==> src/rtl/implication_queue.sv <==
// implication_queue: buffers implications from the clause evaluator for the
// assignment/decision stage. It drops duplicates of pending implications and
// raises a sticky conflict when a pending variable is implied with the
// opposite polarity.
// Optional feature macro: IMPL_QUEUE_STATS_EN adds saturating 16-bit event
// counters (stat_push, stat_dup, stat_conf), cleared only by reset.
//
// Handshakes: a transfer happens on a rising edge where valid && ready are
// both high. On the input side, in_valid with in_unit_clause=0 is ignored.
// On the output side, the head is consumed when out_valid && out_ready.
// in_ready depends only on registered state; it never depends on out_ready.
module implication_queue #(
    parameter int NUM_VARIABLE = 128,
    parameter int DEPTH        = 8,
    localparam int VW          = $clog2(NUM_VARIABLE),
    localparam int PW          = $clog2(DEPTH),
    localparam int CNT_W       = $clog2(DEPTH) + 1
) (
    input  logic             clock,
    input  logic             reset,
    input  logic             flush,
    input  logic             in_valid,
    input  logic             in_unit_clause,
    input  logic [VW-1:0]    in_var,
    input  logic             in_val,
    output logic             in_ready,
    output logic             out_valid,
    output logic [VW-1:0]    out_var,
    output logic             out_val,
    input  logic             out_ready,
    output logic             conflict,
    output logic [VW-1:0]    conflict_var,
    output logic [CNT_W-1:0] count
`ifdef IMPL_QUEUE_STATS_EN
    ,
    output logic [15:0]      stat_push,
    output logic [15:0]      stat_dup,
    output logic [15:0]      stat_conf
`endif
);

    logic [VW-1:0]    var_mem [DEPTH];
    logic             val_mem [DEPTH];
    logic [PW-1:0]    head_q, head_d;
    logic [PW-1:0]    tail_q, tail_d;
    logic [CNT_W-1:0] count_q, count_d;
    logic             conf_q, conf_d;
    logic [VW-1:0]    conf_var_q, conf_var_d;

    logic             full, empty;
    logic             acc, match_any, match_val;
    logic             push, pop, dup_drop, conf_cap;
    logic [PW-1:0]    offs;

    // Occupancy lives in the counter, so tail==head is unambiguous.
    assign full      = (count_q == CNT_W'(DEPTH));
    assign empty     = (count_q == '0);
    assign in_ready  = !full && !conf_q;
    assign out_valid = !empty && !conf_q;
    assign out_var   = out_valid ? var_mem[head_q] : '0;
    assign out_val   = out_valid ? val_mem[head_q] : 1'b0;
    assign conflict     = conf_q;
    assign conflict_var = conf_var_q;
    assign count        = count_q;

    // Search every entry occupied at the start of the cycle, including a head being popped.
    always_comb begin
        match_any = 1'b0;
        match_val = 1'b0;
        offs      = '0;
        for (int i = 0; i < DEPTH; i++) begin
            offs = PW'(i) - head_q;
            if (({1'b0, offs} < count_q) && (var_mem[i] == in_var)) begin
                match_any = 1'b1;
                match_val = val_mem[i];
            end
        end
    end

    // Classify the accepted implication; flush overrides every queue action.
    always_comb begin
        acc      = in_valid && in_unit_clause && in_ready;
        push     = acc && !match_any && !flush;
        dup_drop = acc && match_any && (match_val == in_val) && !flush;
        conf_cap = acc && match_any && (match_val != in_val) && !flush;
        pop      = out_valid && out_ready && !flush;
    end

    // Next-state for pointers, occupancy and conflict capture.
    always_comb begin
        head_d     = head_q;
        tail_d     = tail_q;
        count_d    = count_q;
        conf_d     = conf_q;
        conf_var_d = conf_var_q;
        if (flush) begin
            head_d     = '0;
            tail_d     = '0;
            count_d    = '0;
            conf_d     = 1'b0;
            conf_var_d = '0;
        end else begin
            if (push) tail_d = tail_q + PW'(1);
            if (pop)  head_d = head_q + PW'(1);
            if (push && !pop)      count_d = count_q + CNT_W'(1);
            else if (!push && pop) count_d = count_q - CNT_W'(1);
            if (conf_cap) begin
                conf_d     = 1'b1;
                conf_var_d = in_var;
            end
        end
    end

    // Control state register.
    always_ff @(posedge clock) begin
        if (reset) begin
            head_q     <= '0;
            tail_q     <= '0;
            count_q    <= '0;
            conf_q     <= 1'b0;
            conf_var_q <= '0;
        end else begin
            head_q     <= head_d;
            tail_q     <= tail_d;
            count_q    <= count_d;
            conf_q     <= conf_d;
            conf_var_q <= conf_var_d;
        end
    end

    // Entry storage; contents are only meaningful inside the occupied window.
    always_ff @(posedge clock) begin
        if (push) begin
            var_mem[tail_q] <= in_var;
            val_mem[tail_q] <= in_val;
        end
    end

`ifdef IMPL_QUEUE_STATS_EN
    logic [15:0] stat_push_q, stat_dup_q, stat_conf_q;

    assign stat_push = stat_push_q;
    assign stat_dup  = stat_dup_q;
    assign stat_conf = stat_conf_q;

    // Saturating event counters; flush does not clear them.
    always_ff @(posedge clock) begin
        if (reset) begin
            stat_push_q <= '0;
            stat_dup_q  <= '0;
            stat_conf_q <= '0;
        end else begin
            if (push && stat_push_q != 16'hFFFF)     stat_push_q <= stat_push_q + 16'd1;
            if (dup_drop && stat_dup_q != 16'hFFFF)  stat_dup_q  <= stat_dup_q + 16'd1;
            if (conf_cap && stat_conf_q != 16'hFFFF) stat_conf_q <= stat_conf_q + 16'd1;
        end
    end
`else
    logic unused_dup;
    assign unused_dup = dup_drop;
`endif

endmodule

==> config.mk <==
export PLATFORM = sky130hd
export DESIGN_NAME = implication_queue
export DESIGN_NICKNAME = d
export VERILOG_FILES = /design/src/rtl/implication_queue.sv
export SDC_FILE = /design/constraint.sdc
export NUM_CORES = 1
export LEC_CHECK = 0
export ABC_AREA = 1
export BUFFER_PORTS_ARGS = -buffer_cell sky130_fd_sc_hd__buf_2
export CORE_MARGIN = 10
export CORE_UTILIZATION = 60
export CTS_CLUSTER_SIZE = 25
export DETAILED_ROUTE_END_ITERATION = 10
export GPL_TIMING_DRIVEN = 0
export PLACE_DENSITY = 0.84
export SLEW_MARGIN = 20
export SYNTH_ARGS = -nofsm -noshare
export SYNTH_HDL_FRONTEND = slang
export SYNTH_SLANG_ARGS = --single-unit
==> constraint.sdc <==
create_clock -name clock -period 4.3 [get_ports clock]
set_input_delay 0.215 -clock clock [delete_from_list [all_inputs] [get_ports clock]]
set_output_delay 0.215 -clock clock [all_outputs]
set_load 0.03 [all_outputs]
# After elaboration in Yosys (flattened, before gate mapping)
# Memories as Yosys holds them, arrays and structs flattened. A register that Yosys moved wholly into a read port is not among the register bits.
# Index checks and enable logic that the tools add are counted.
dict set report totals {
  memories 2
  regBits 18
  input_bits 14
  out_inout_bits 22
  mem_bits_rw 64
  wordCells 94
}
# name depth word_bits rd rd_ports_with_merged_regs wr line_no
set mem_list {}
lappend mem_list {var_mem 8 7 9 1 1 42} ;# logic [VW-1:0] var_mem [DEPTH];
lappend mem_list {val_mem 8 1 9 1 1 43} ;# logic val_mem [DEPTH];
dict set report classes {
  n_reduce_logical 31
  order_cmp 8
  n_addsub 12
  eq_ne 10
  mux 26
}
# operator n
set op_table {}
lappend op_table {{$eq 7x7->1} 8}
lappend op_table {{$lt 3x4->1} 8}
lappend op_table {{$logic_and 1x1->1} 21}
lappend op_table {{$mux 1} 19}
lappend op_table {{$mux 3} 4}
lappend op_table {{$sub 3x3->3 const A} 4}
lappend op_table {{$mux 4} 2}
lappend op_table {{$logic_not 1->1} 7}
lappend op_table {{$mux 7} 1}
lappend op_table {{$add 3x1->3 const B} 2}
lappend op_table {{$sub 1x3->3 const A} 2}
lappend op_table {{$sub 2x3->3 const A} 2}
lappend op_table {{$add 4x1->4 const B} 1}
lappend op_table {{$eq 4x4->1 const B} 1}
lappend op_table {{$logic_not 4->1} 1}
lappend op_table {{$sub 4x1->4 const B} 1}
lappend op_table {{$reduce_bool 2->1} 1}
lappend op_table {{$reduce_or 2->1} 1}
lappend op_table {{$ne 1x1->1} 1}

# Depth between registers and ports, before layout
# Gate-level depths: netlist (run 1).
dict set report depth {
  depth_word 18
  ltp_mapped 23
}

# Least setup slack after synthesis (run 1)
# OpenSTA, ideal clock, no wires.
dict set report synth_path {
  path_kind {reg-to-reg}
  startpoint {reg count_q[3] (netlist: count[3])}
  endpoint {reg count_q[3] (netlist: count[3])}
  period_less_slack_ns 3.364
  arrival_time_ns 3.243
  stages_incl_launch_ff 17
  setup_slack_ns 0.936
  n_path_buf 1
  cell_sequence {dfxtp_1 buf_4 inv_2 a31oi_1 nand2_1 nor2_1 inv_1 ha_1 inv_1 ha_1 a21o_1 a21oi_1 nor2_1 nor2_1 nand2_1 o21ai_0 a21oi_1}
}
dict set report synth_via {
  word_cells_on_any_way 45
  cone_classes {2 x add/sub; 8 x order compare; 1 x eq/ne; 10 x mux; 24 x reduce/logical}
}
# item line_no
set synth_rtl {}
lappend synth_rtl {{start, declared} 46} ;# logic [CNT_W-1:0] count_q, count_d;
lappend synth_rtl {{start signal, assigned} 125} ;# count_q <= count_d;
lappend synth_rtl {{$logic_not 4->1 *} 57} ;# assign empty = (count_q == '0);
lappend synth_rtl {{$logic_not 1->1 *} 59} ;# assign out_valid = !empty && !conf_q;
lappend synth_rtl {{$logic_and 1x1->1 *} 59}
lappend synth_rtl {{named net out_valid} 27} ;# output logic out_valid,
lappend synth_rtl {{$logic_and 1x1->1 * (2 in series)} 86} ;# pop = out_valid && out_ready && !flush;
lappend synth_rtl {{$logic_not 1->1} 105} ;# if (push && !pop) count_d = count_q + CNT_W'(1);
lappend synth_rtl {{$logic_and 1x1->1} 105}
lappend synth_rtl {{$mux 4 / $reduce_bool 2->1 (equally long branches)} -}
# The timed path passes the listed nets; every way through them passes the cells marked *. The select of a mux whose other input is x is not followed.
# A chain may end at the register's enable or synchronous reset.

# Worst setup path in the final report (run 1)
dict set report layout_path {
  startpoint {reg head_q[1]}
  endpoint {reg count_q[3] (netlist: count[3])}
}
dict set report layout_via {
  elab_chain_cells 17
  word_cells_on_any_way 40
  cone_classes {8 x add/sub; 8 x order compare; 9 x mux; 15 x reduce/logical}
}
# item line_no
set layout_lines {}
lappend layout_lines {{start, declared} 44} ;# logic [PW-1:0] head_q, head_d;
lappend layout_lines {{start signal, assigned} 117} ;# head_q <= '0;
lappend layout_lines {{start signal, assigned} 123} ;# head_q <= head_d;
lappend layout_lines {{$sub 1x3->3} 72} ;# offs = PW'(i) - head_q;
lappend layout_lines {{$lt 3x4->1} 73} ;# if (({1'b0, offs} < count_q) && (var_mem[i] == in_var)) begin
lappend layout_lines {{$logic_and 1x1->1} 73}
lappend layout_lines {{$mux 1 (7 in series)} 73}
lappend layout_lines {{$mux 1 *} 73}
lappend layout_lines {{$logic_not 1->1 *} 83} ;# push = acc && !match_any && !flush;
lappend layout_lines {{$logic_and 1x1->1 * (2 in series)} 83}
lappend layout_lines {{named net push} 52} ;# logic push, pop, dup_drop, conf_cap;
lappend layout_lines {{$logic_not 1->1} 106} ;# else if (!push && pop) count_d = count_q - CNT_W'(1);
lappend layout_lines {{$logic_and 1x1->1} 106}
lappend layout_lines {{$reduce_bool 2->1 (no source line)} -}
# The timed path passes the listed nets; every way through them passes the cells marked *.

==> results of run 1 <==
==> report_power, final <==
part | internal (W) | total [W] | leakage (nW) | switching (W)
sequential | 0.000886 | 0.000892 | 0.746 | 0.00000578
combinational | 0.0000680 | 0.000216 | 1.29 | 0.000148
clock | 0.000273 | 0.000580 | 0.0895 | 0.000307
total | 0.00123 | 0.00169 | 2.12 | 0.000461
==> worst paths after layout <==
path | cells past startpoint | start | slack [ns] | end
worst max-delay path | 23 | head_q[1] | 0.48 | count[3]
worst min-delay path | 3 | out_ready | 0.18 | head_q[0]
worst max register to register | 23 | head_q[1] | 0.48 | count[3]
worst min register to register | 2 | conflict | 0.49 | conflict
==> layout make-up <==
type / instances / area [µm²]
clock inverters: 6 / 70.1
clock buffers: 10 / 128
plain buffers: 18 / 120
repair buffers: 35 / 175
flip-flops and latches: 85 / 2340
well taps: 102 / 128
inverters: 78 / 293
multi-input cells: 368 / 2070
fillers: 649 / 2440
==> metal layers <==
| layer | track usage | routed length, µm | vias up |
|---|---|---|---|
| li1 | - | - | 1916 |
| met1 | 0.267 | 5070 | 1856 |
| met2 | 0.355 | 5870 | 264 |
| met3 | 0.0433 | 1280 | 45 |
| met4 | 0.116 | 499 | 0 |
| met5 | 0 | 0 | - |
==> state kept, by name, summed over array words and instances (netlist names), named ones only <==
| name | flops |
|---|---|
| conflict | 1 |
| conflict_var | 7 |
| count | 4 |
| head_q | 3 |
| tail_q | 3 |
| val_mem | 8 |
| var_mem | 56 |
==> cells in the mapped netlist <==
cell | number | area, µm²
a21boi_1 | 1 | 7.51
a21o_1 | 2 | 15.0
a21oi_1 | 31 | 155
a221oi_2 | 1 | 15.0
a22oi_1 | 1 | 7.51
a31oi_1 | 10 | 62.6
buf_4 | 2 | 15.0
buf_6 | 6 | 67.6
clkbuf_1 | 10 | 37.5
clkinv_1 | 2 | 7.51
dfxtp_1 | 21 | 420
edfxtp_1 | 64 | 1920
fa_1 | 1 | 20.0
ha_1 | 18 | 225
inv_1 | 68 | 255
inv_2 | 8 | 30.0
nand2_1 | 90 | 338
nand2_2 | 2 | 12.5
nand2_4 | 1 | 11.3
nand3_1 | 12 | 60.1
nand3_2 | 1 | 10.0
nand3_4 | 1 | 17.5
nand4_1 | 13 | 81.3
nor2_1 | 62 | 233
nor2_2 | 3 | 18.8
nor3_1 | 5 | 25.0
nor3_2 | 1 | 10.0
nor4_1 | 2 | 12.5
o211ai_1 | 1 | 7.51
o21ai_0 | 57 | 285
o21ai_1 | 3 | 15.0
o22ai_1 | 3 | 18.8
or2_1 | 1 | 6.26
xnor2_1 | 30 | 263
xor2_1 | 15 | 131
==> stage by stage <==
step	util	instance area [µm²]	std cells	total power, W	worst slack [ns]
2_1_floorplan	-	4820	549	0.00105	0.936
5_1_grt	0.686	5330	702	0.00174	0.153
4_1_cts	0.686	5330	702	0.00168	0.565
3_3_place_gp	0.659	5120	686	0.00111	0.576
6_report	0.686	5330	702	0.00169	0.482
3_5_place_dp	0.661	5130	686	0.00112	0.581
==> critical path, cell delays in order, from the launching register on <==
cell	delay, ns
dfxtp_1	0.43
inv_1	0.11
ha_1	0.21
xnor2_1	0.19
inv_1	0.07
ha_1	0.19
nand2_1	0.09
o21ai_1	0.07
nor3_1	0.29
nand3_1	0.14
nand4_1	0.13
nor3_2	0.07
nand2_1	0.17
inv_1	0.14
ha_1	0.25
inv_1	0.12
ha_1	0.24
a21o_1	0.17
a21oi_1	0.16
nor2_1	0.06
nor2_1	0.08
nand2_1	0.07
o21ai_0	0.15
a21oi_1	0.06
==> logic make-up (layout without fill, tap and decap cells) <==
group           after synthesis  count (layout)  synth area share
compound gates              110             110             0.122
flops                        85              85             0.486
xor+xnor                     45              45            0.0818
simple gates                194             194             0.173
fa+ha+maj                    19              19            0.0509
buf+inv                      96             147            0.0857
==> metrics.yaml, run 1 <==
fin_crit_sh: 0.888
hp-class: "in -> reg"
tns_ns: 0
skew_ns: 0.0106
dr.first_iter.drc_count: 472
cts_max_path_buffers: 2
totalWireLength_um: 12700
layout_commonest_cell: "nand2_1"
cts_sinks: 85
antenna_found_initial: 0
grt_max_degree: 16
grt.total_usage: 0.218
cts_hold_buf: 0
final_layout_size_suffix_gt1_frac: 0.130
ys_seq_area_frac: 0.486
viasPerCell: 5.81
synth_cell_types: 35
cts_tree: "built"
power.static_leakage_nw: 2.12
clkTransAtPathRegs_ns: 0.09
antennaDiodeCount: 0
nNetsFinal: 628
status: "complete, no violations"
io_buffer_count: 35
synth-seq-cells: 85
area_growth_syn_to_layout_pct: 10.6
die_w_um: 110
peakVddDrop_v: 0.000234
p_per_area_nw_per_um2: 317
arrival_ns: 4.06
firstDrtPassIters: 5
cp-end-kind: "flop"
synth_cells: 549
setup_violations: 0
numCtsBuffers: 9
start_util: 0.620
drtAntennaViolNets: 0
wl_per_cell_um: 18.1
grt_pass1_vias: 3959
grt_pass1_wl_um: 20000
dieArea_um2: 12000
layout_common_cells: "nand2_1, inv_1, edfxtp_1"
fmax_ghz: 0.262
cts.repair.resized: 0
cap_viol_max_count: 0
yosys_warnings: 0
synthesis.area_um2: 4820
drc: 0
boundaryPins: 36
dp_hpwl_um: 9340
syn_nets: 582
dieHeight_um: 110
avgSynthCellArea_um2: 8.78
slew_headroom: 0.358
startpoint_type: "flop"
post-cts-setup-buffers: 0
fp-row-count: 32
drv_slew: 0
min_period_ns: 3.82
required_ns: 4.54
rsz0062_at_grt: "no"
final-hold-violation-count: 0
gp_congestion: 0.946
clk_latency_ns: 0.36
path_class: "reg -> reg"
vias: 4081
finalHoldWorstSlack_ns: 0.180
core_area_um2: 7770
crit_fanout: 5
cts_root_buffer: "clkbuf_8"
htree_levels: 3
worstMarginPinSlew_ns: 0.958
overflow: 0
Note: power is estimated with default switching activity, not from simulation.
==> run 2, diff against run 1 <==
CORE_UTILIZATION = 55   (was 60)
PLACE_DENSITY = 0.78   (was 0.84)
==> run 2 against run 1 <==
Compared with the run above:
- non-clock buffer count is the same
- sequential cell count is the same
- clock skew grew 0.0096 ns
- clock-buffer cell count grew 2
- maximum frequency grew 1.7%
- highest routed layer unchanged
==> metrics.yaml, run 2 (same netlist as run 1, synthesis figures left out) <==
routed-wl-met2_um: 6150  # was 5870 µm
dp_hpwl_um: 9540  # was 9340 µm
fmax_ghz: 0.266  # was 0.262 GHz
slew_headroom: 0.404  # was 0.358
grt.total_usage: 0.198  # was 0.218
final_layout_size_suffix_gt1_frac: 0.130  # unchanged
finalHoldWorstSlack_ns: 0.161  # was 0.180 ns
viasPerCell: 5.67  # was 5.81
nNetsFinal: 628  # unchanged
drv_slew: 0  # unchanged
crit_fanout: 5  # unchanged
skew_ns: 0.0202  # was 0.0106 ns
min_period_ns: 3.76  # was 3.82 ns
p_per_area_nw_per_um2: 311  # was 317 nW/µm²
wl_met3_um: 944  # was 1280 µm
cts_tree: "built"  # unchanged
cp-end-kind: "flop"  # unchanged
clkTransAtPathRegs_ns: 0.10  # was 0.09 ns
dieArea_um2: 12900  # was 12000 µm²
setup_violations: 0  # unchanged
vias: 4017  # was 4081
finish.utilization: 0.616  # was 0.686
final-hold-violation-count: 0  # unchanged
numCtsBuffers: 9  # unchanged
io_buffer_count: 35  # unchanged
wl_met1_um: 5580  # was 5070 µm
boundaryPins: 36  # unchanged
cap_viol_max_count: 0  # unchanged
cts.repair.resized: 0  # unchanged
firstDrtPassIters: 5  # unchanged
cts_max_path_buffers: 2  # unchanged
die_w_um: 114  # was 110 µm
top_layer_used: "met4"  # unchanged
drtAntennaViolNets: 0  # unchanged
grt_max_degree: 15  # was 16
grt_pass1_wl_um: 20000  # about the same
required_ns: 4.56  # was 4.54 ns
wl_per_cell_um: 18.3  # was 18.1 µm
status: "complete, no violations"  # unchanged
overflow: 0  # unchanged
fin_crit_sh: 0.874  # was 0.888
start_util: 0.558  # was 0.620
startpoint_type: "flop"  # unchanged
fp-row-count: 34  # was 32
cts_hold_buf: 0  # unchanged
dr.first_iter.drc_count: 399  # was 472
peakVddDrop_v: 0.000176  # was 0.000234 V
area_growth_syn_to_layout_pct: 10.4  # was 10.6%
totalWireLength_um: 12900  # was 12700 µm
hp-class: "in -> reg"  # unchanged
gp_congestion: 0.959  # was 0.946
dieHeight_um: 114  # was 110 µm
clk_latency_ns: 0.37  # was 0.36 ns
regMostFlops: "var_mem"  # unchanged
antenna_found_initial: 0  # unchanged
post-cts-setup-buffers: 0  # unchanged
core_area_um2: 8640  # was 7770 µm²
largest_reg_flops: 56  # unchanged
rsz0062_at_grt: "no"  # unchanged
path_class: "reg -> reg"  # unchanged
arrival_ns: 4.02  # was 4.06 ns
drc: 0  # unchanged
tns_ns: 0  # unchanged
worstMarginPinSlew_ns: 0.889  # was 0.958 ns
fillers: 762  # was 649
htree_levels: 3  # unchanged
antennaDiodeCount: 0  # unchanged
cts_sinks: 85  # unchanged
power.static_leakage_nw: 2.13  # was 2.12 nW
layout_commonest_cell: "nand2_1"  # unchanged
cts_root_buffer: "clkbuf_8"  # unchanged
grt_pass1_vias: 3835  # was 3959
layout_common_cells: "nand2_1, inv_1, edfxtp_1"  # unchanged
==> run 2: cell types whose count changed in the layout (fill, tap and decap cells not counted), sizes merged <==
cell,before,now
inv,78,77
clkinvlp,3,0
clkinv,2,5
bufinv,1,0
clkbuf,20,22
==> run 2: cell type report <==
| class | instances | area [µm²] | area share |
|---|---|---|---|
| Buffer | 18 | 120 | 0.0226 |
| Sequential cell | 85 | 2340 | 0.440 |
| Multi-Input combinational cell | 368 | 2070 | 0.390 |
| Clock buffer | 12 | 160 | 0.0301 |
| Clock inverter | 4 | 21.3 | 0.00400 |
| Tap cell | 108 | 135 | 0.0254 |
| Timing Repair Buffer | 35 | 175 | 0.0329 |
| Inverter | 78 | 293 | 0.0550 |
==> run 2: worst paths after layout <==
path         slack [ns]       from  cells after the start       end
min                0.16      reset                      4  count[3]
max                0.54  head_q[1]                     23  count[3]
max reg2reg        0.54  head_q[1]                     23  count[3]
min reg2reg        0.48   conflict                      2  conflict
==> run 2: per-layer routing <==
metal / track usage / vias up
met5: 0 / -
met4: 0.0635 / 0
met3: 0.0436 / 24
met2: 0.331 / 161
met1: 0.247 / 1919
li1: - / 1913
==> run 2: worst max-delay path, stage by stage (launching register included) <==
cell,delay (ns)
dfxtp_1,0.41
inv_1,0.10
ha_1,0.21
xnor2_1,0.22
inv_1,0.08
ha_1,0.19
nand2_1,0.09
o21ai_1,0.07
nor3_1,0.24
nand3_1,0.15
nand4_1,0.12
nor3_2,0.07
nand2_1,0.19
inv_1,0.14
ha_1,0.24
inv_1,0.11
ha_1,0.25
a21o_1,0.18
a21oi_1,0.16
nor2_1,0.06
nor2_1,0.08
nand2_1,0.09
o21ai_0,0.15
a21oi_1,0.05
==> run 2: metrics by stage <==
| stage | worst slack, ns | instance area [µm²] | instances | total power, W |
|---|---|---|---|---|
| global placement | 0.561 | 5130 | 692 | 0.00112 |
| floorplan | 0.936 | 4820 | 549 | 0.00105 |
| detailed placement | 0.604 | 5140 | 692 | 0.00112 |
| global route | 0.284 | 5320 | 708 | 0.00170 |
| finish | 0.544 | 5320 | 708 | 0.00165 |
| CTS | 0.579 | 5320 | 708 | 0.00165 |
==> run 2: power by group <==
group	leakage (nW)	switching [W]	total, W	internal (W)
combinational	1.29	0.000148	0.000216	0.0000678
sequential	0.746	0.00000571	0.000892	0.000887
clock	0.0990	0.000295	0.000545	0.000250
==> run 3, diff against run 2 <==
CORE_UTILIZATION = 45   (was 55)
PLACE_DENSITY = 0.67   (was 0.78)
==> run 3 against run 2 <==
Compared with the run above:
- combinational power is 2% lower
- largest cell class unchanged
- critical path type unchanged
- critical endpoint unchanged
- global-route usage is 1.7 points lower
- die area is 18% higher
- sequential power hardly changed
- non-clock buffer count stayed put
==> metrics.yaml, run 3 (same netlist as run 1, synthesis figures left out) <==
grt_pass1_wl_um: 20800  # was 20000 µm
fin_crit_sh: 0.877  # was 0.874
clk_latency_ns: 0.38  # was 0.37 ns
boundaryPins: 36  # unchanged
largest_reg_flops: 56  # unchanged
intPower_w: 0.00129  # was 0.00120 W
hp-class: "in -> reg"  # unchanged
cts.repair.resized: 0  # unchanged
switching_power_w: 0.000466  # was 0.000449 W
cts_tree: "built"  # unchanged
power.static_leakage_nw: 2.14  # was 2.13 nW
post-cts-setup-buffers: 0  # unchanged
fin_cells: 736  # was 708
totalWireLength_um: 13300  # was 12900 µm
cts_hold_buf: 0  # unchanged
drc: 0  # unchanged
grt.total_usage: 0.180  # was 0.198
wl_per_cell_um: 18.0  # was 18.3 µm
vias: 3968  # was 4017
setup_violations: 0  # unchanged
status: "complete, no violations"  # unchanged
worstMarginPinSlew_ns: 0.995  # was 0.889 ns
multi_input_area_um2: 2070  # unchanged
final_layout_size_suffix_gt1_frac: 0.130  # unchanged
seqPwrFrac: 0.509  # was 0.540
dieHeight_um: 123  # was 114 µm
die_w_um: 123  # was 114 µm
clock_power_share: 0.370  # was 0.330
clkTransAtPathRegs_ns: 0.10  # about the same
core_area_um2: 10400  # was 8640 µm²
fmax_ghz: 0.265  # was 0.266 GHz
gp_congestion: 0.946  # was 0.959
drtAntennaViolNets: 0  # unchanged
final-hold-violation-count: 0  # unchanged
p_per_area_nw_per_um2: 325  # was 311 nW/µm²
switching_share: 0.266  # was 0.272
cts_sinks: 85  # unchanged
startpoint_type: "flop"  # unchanged
overflow: 0  # unchanged
io_buffer_count: 35  # unchanged
p_total_w: 0.00175  # was 0.00165 W
cp-end-kind: "flop"  # unchanged
viasPerCell: 5.39  # was 5.67
layout_commonest_cell: "nand2_1"  # unchanged
rsz0062_at_grt: "no"  # unchanged
htree_levels: 3  # unchanged
min_period_ns: 3.77  # was 3.76 ns
fillers: 997  # was 762
skew_ns: 0.0210  # was 0.0202 ns
ff_latch_area_um2: 2340  # unchanged
firstDrtPassIters: 5  # unchanged
finish.utilization: 0.521  # was 0.616
regMostFlops: "var_mem"  # unchanged
p_comb_frac: 0.121  # was 0.131
drv_slew: 0  # unchanged
fp-row-count: 37  # was 34
path_class: "reg -> reg"  # unchanged
cts_root_buffer: "clkbuf_8"  # unchanged
grt_pass1_vias: 3814  # was 3835
slew_headroom: 0.334  # was 0.404
crit_fanout: 5  # unchanged
antennaDiodeCount: 0  # unchanged
dieArea_um2: 15200  # was 12900 µm²
dp_hpwl_um: 9890  # was 9540 µm
peakVddDrop_v: 0.000153  # was 0.000176 V
area_growth_syn_to_layout_pct: 12.0  # was 10.4%
required_ns: 4.56  # about the same
tns_ns: 0  # unchanged
antenna_found_initial: 0  # unchanged
cap_viol_max_count: 0  # unchanged
layout_common_cells: "nand2_1, inv_1, edfxtp_1"  # unchanged
arrival_ns: 4.03  # was 4.02 ns
start_util: 0.465  # was 0.558
place_inst: 720  # was 692
grt_max_degree: 17  # was 15
dr.first_iter.drc_count: 449  # was 399
cts_max_path_buffers: 2  # unchanged
nNetsFinal: 628  # unchanged
numCtsBuffers: 9  # unchanged
==> run 3: cell count changes in the layout (fill, tap and decap cells not counted) <==
cell / delta
inv_8: +1
inv_4: -1
clkbuf_4: -1
bufinv_16: +2
clkinv_2: -3
inv_6: +1
clkinv_4: +1
clkinvlp_4: +1
clkbuf_16: -1
==> run 3: through the flow <==
step           hold slack, ns  cell area, µm²  worst slack (ns)
2_1_floorplan           0.314            4820             0.936
3_3_place_gp            0.467            5160             0.560
3_5_place_dp            0.475            5170             0.556
4_1_cts                 0.180            5400             0.593
5_1_grt                 0.181            5400             0.208
6_report                0.189            5400             0.527
==> run 3: path summary, 6_finish.rpt <==
| check | startpoint | end | slack (ns) | depth (start not counted) |
|---|---|---|---|---|
| max | head_q[1] | count[3] | 0.53 | 21 |
| min | in_var[6] | var_mem[0][6] | 0.19 | 1 |
| min reg2reg | conflict | conflict | 0.49 | 2 |
| max reg2reg | head_q[1] | count[3] | 0.53 | 21 |
==> run 3: metal layers <==
| metal | global-route usage | part of all wire | up-vias |
|---|---|---|---|
| met5 | 0 | 0 | - |
| li1 | - | - | 1923 |
| met4 | 0.0662 | 0.022 | 0 |
| met3 | 0.0273 | 0.059 | 22 |
| met2 | 0.287 | 0.47 | 152 |
| met1 | 0.244 | 0.45 | 1871 |
==> run 3: layout make-up <==
type	count	share of cell area
flip-flops and latches	85	0.434
multi-input cells	368	0.384
inverters	78	0.0542
repair buffers	35	0.0324
well taps	136	0.0315
clock buffers	10	0.0236
plain buffers	18	0.0222
clock inverters	6	0.0178
==> run 3: worst max-delay path, stage by stage, from the launching register on <==
cell     delay, ns
dfxtp_1       0.43
inv_1         0.11
ha_1          0.33
inv_1         0.05
ha_1          0.26
a21o_1        0.14
a21oi_1       0.08
o21ai_0       0.24
nand2_1       0.13
nor3_2        0.17
nand2_1       0.19
inv_1         0.20
ha_1          0.22
inv_1         0.10
ha_1          0.27
a21o_1        0.17
a21oi_1       0.17
nor2_1        0.07
nor2_1        0.08
nand2_1       0.07
o21ai_0       0.15
a21oi_1       0.06
==> run 3: power by group through the flow <==
stage	Combinational, W	Clock, W	Sequential (W)
floorplan	0.000137	0	0.000913
global placement	0.000206	0	0.000911
detailed placement	0.000211	0	0.000911
CTS	0.000211	0.000659	0.000892
global route	0.000234	0.000696	0.000894
finish	0.000212	0.000650	0.000892
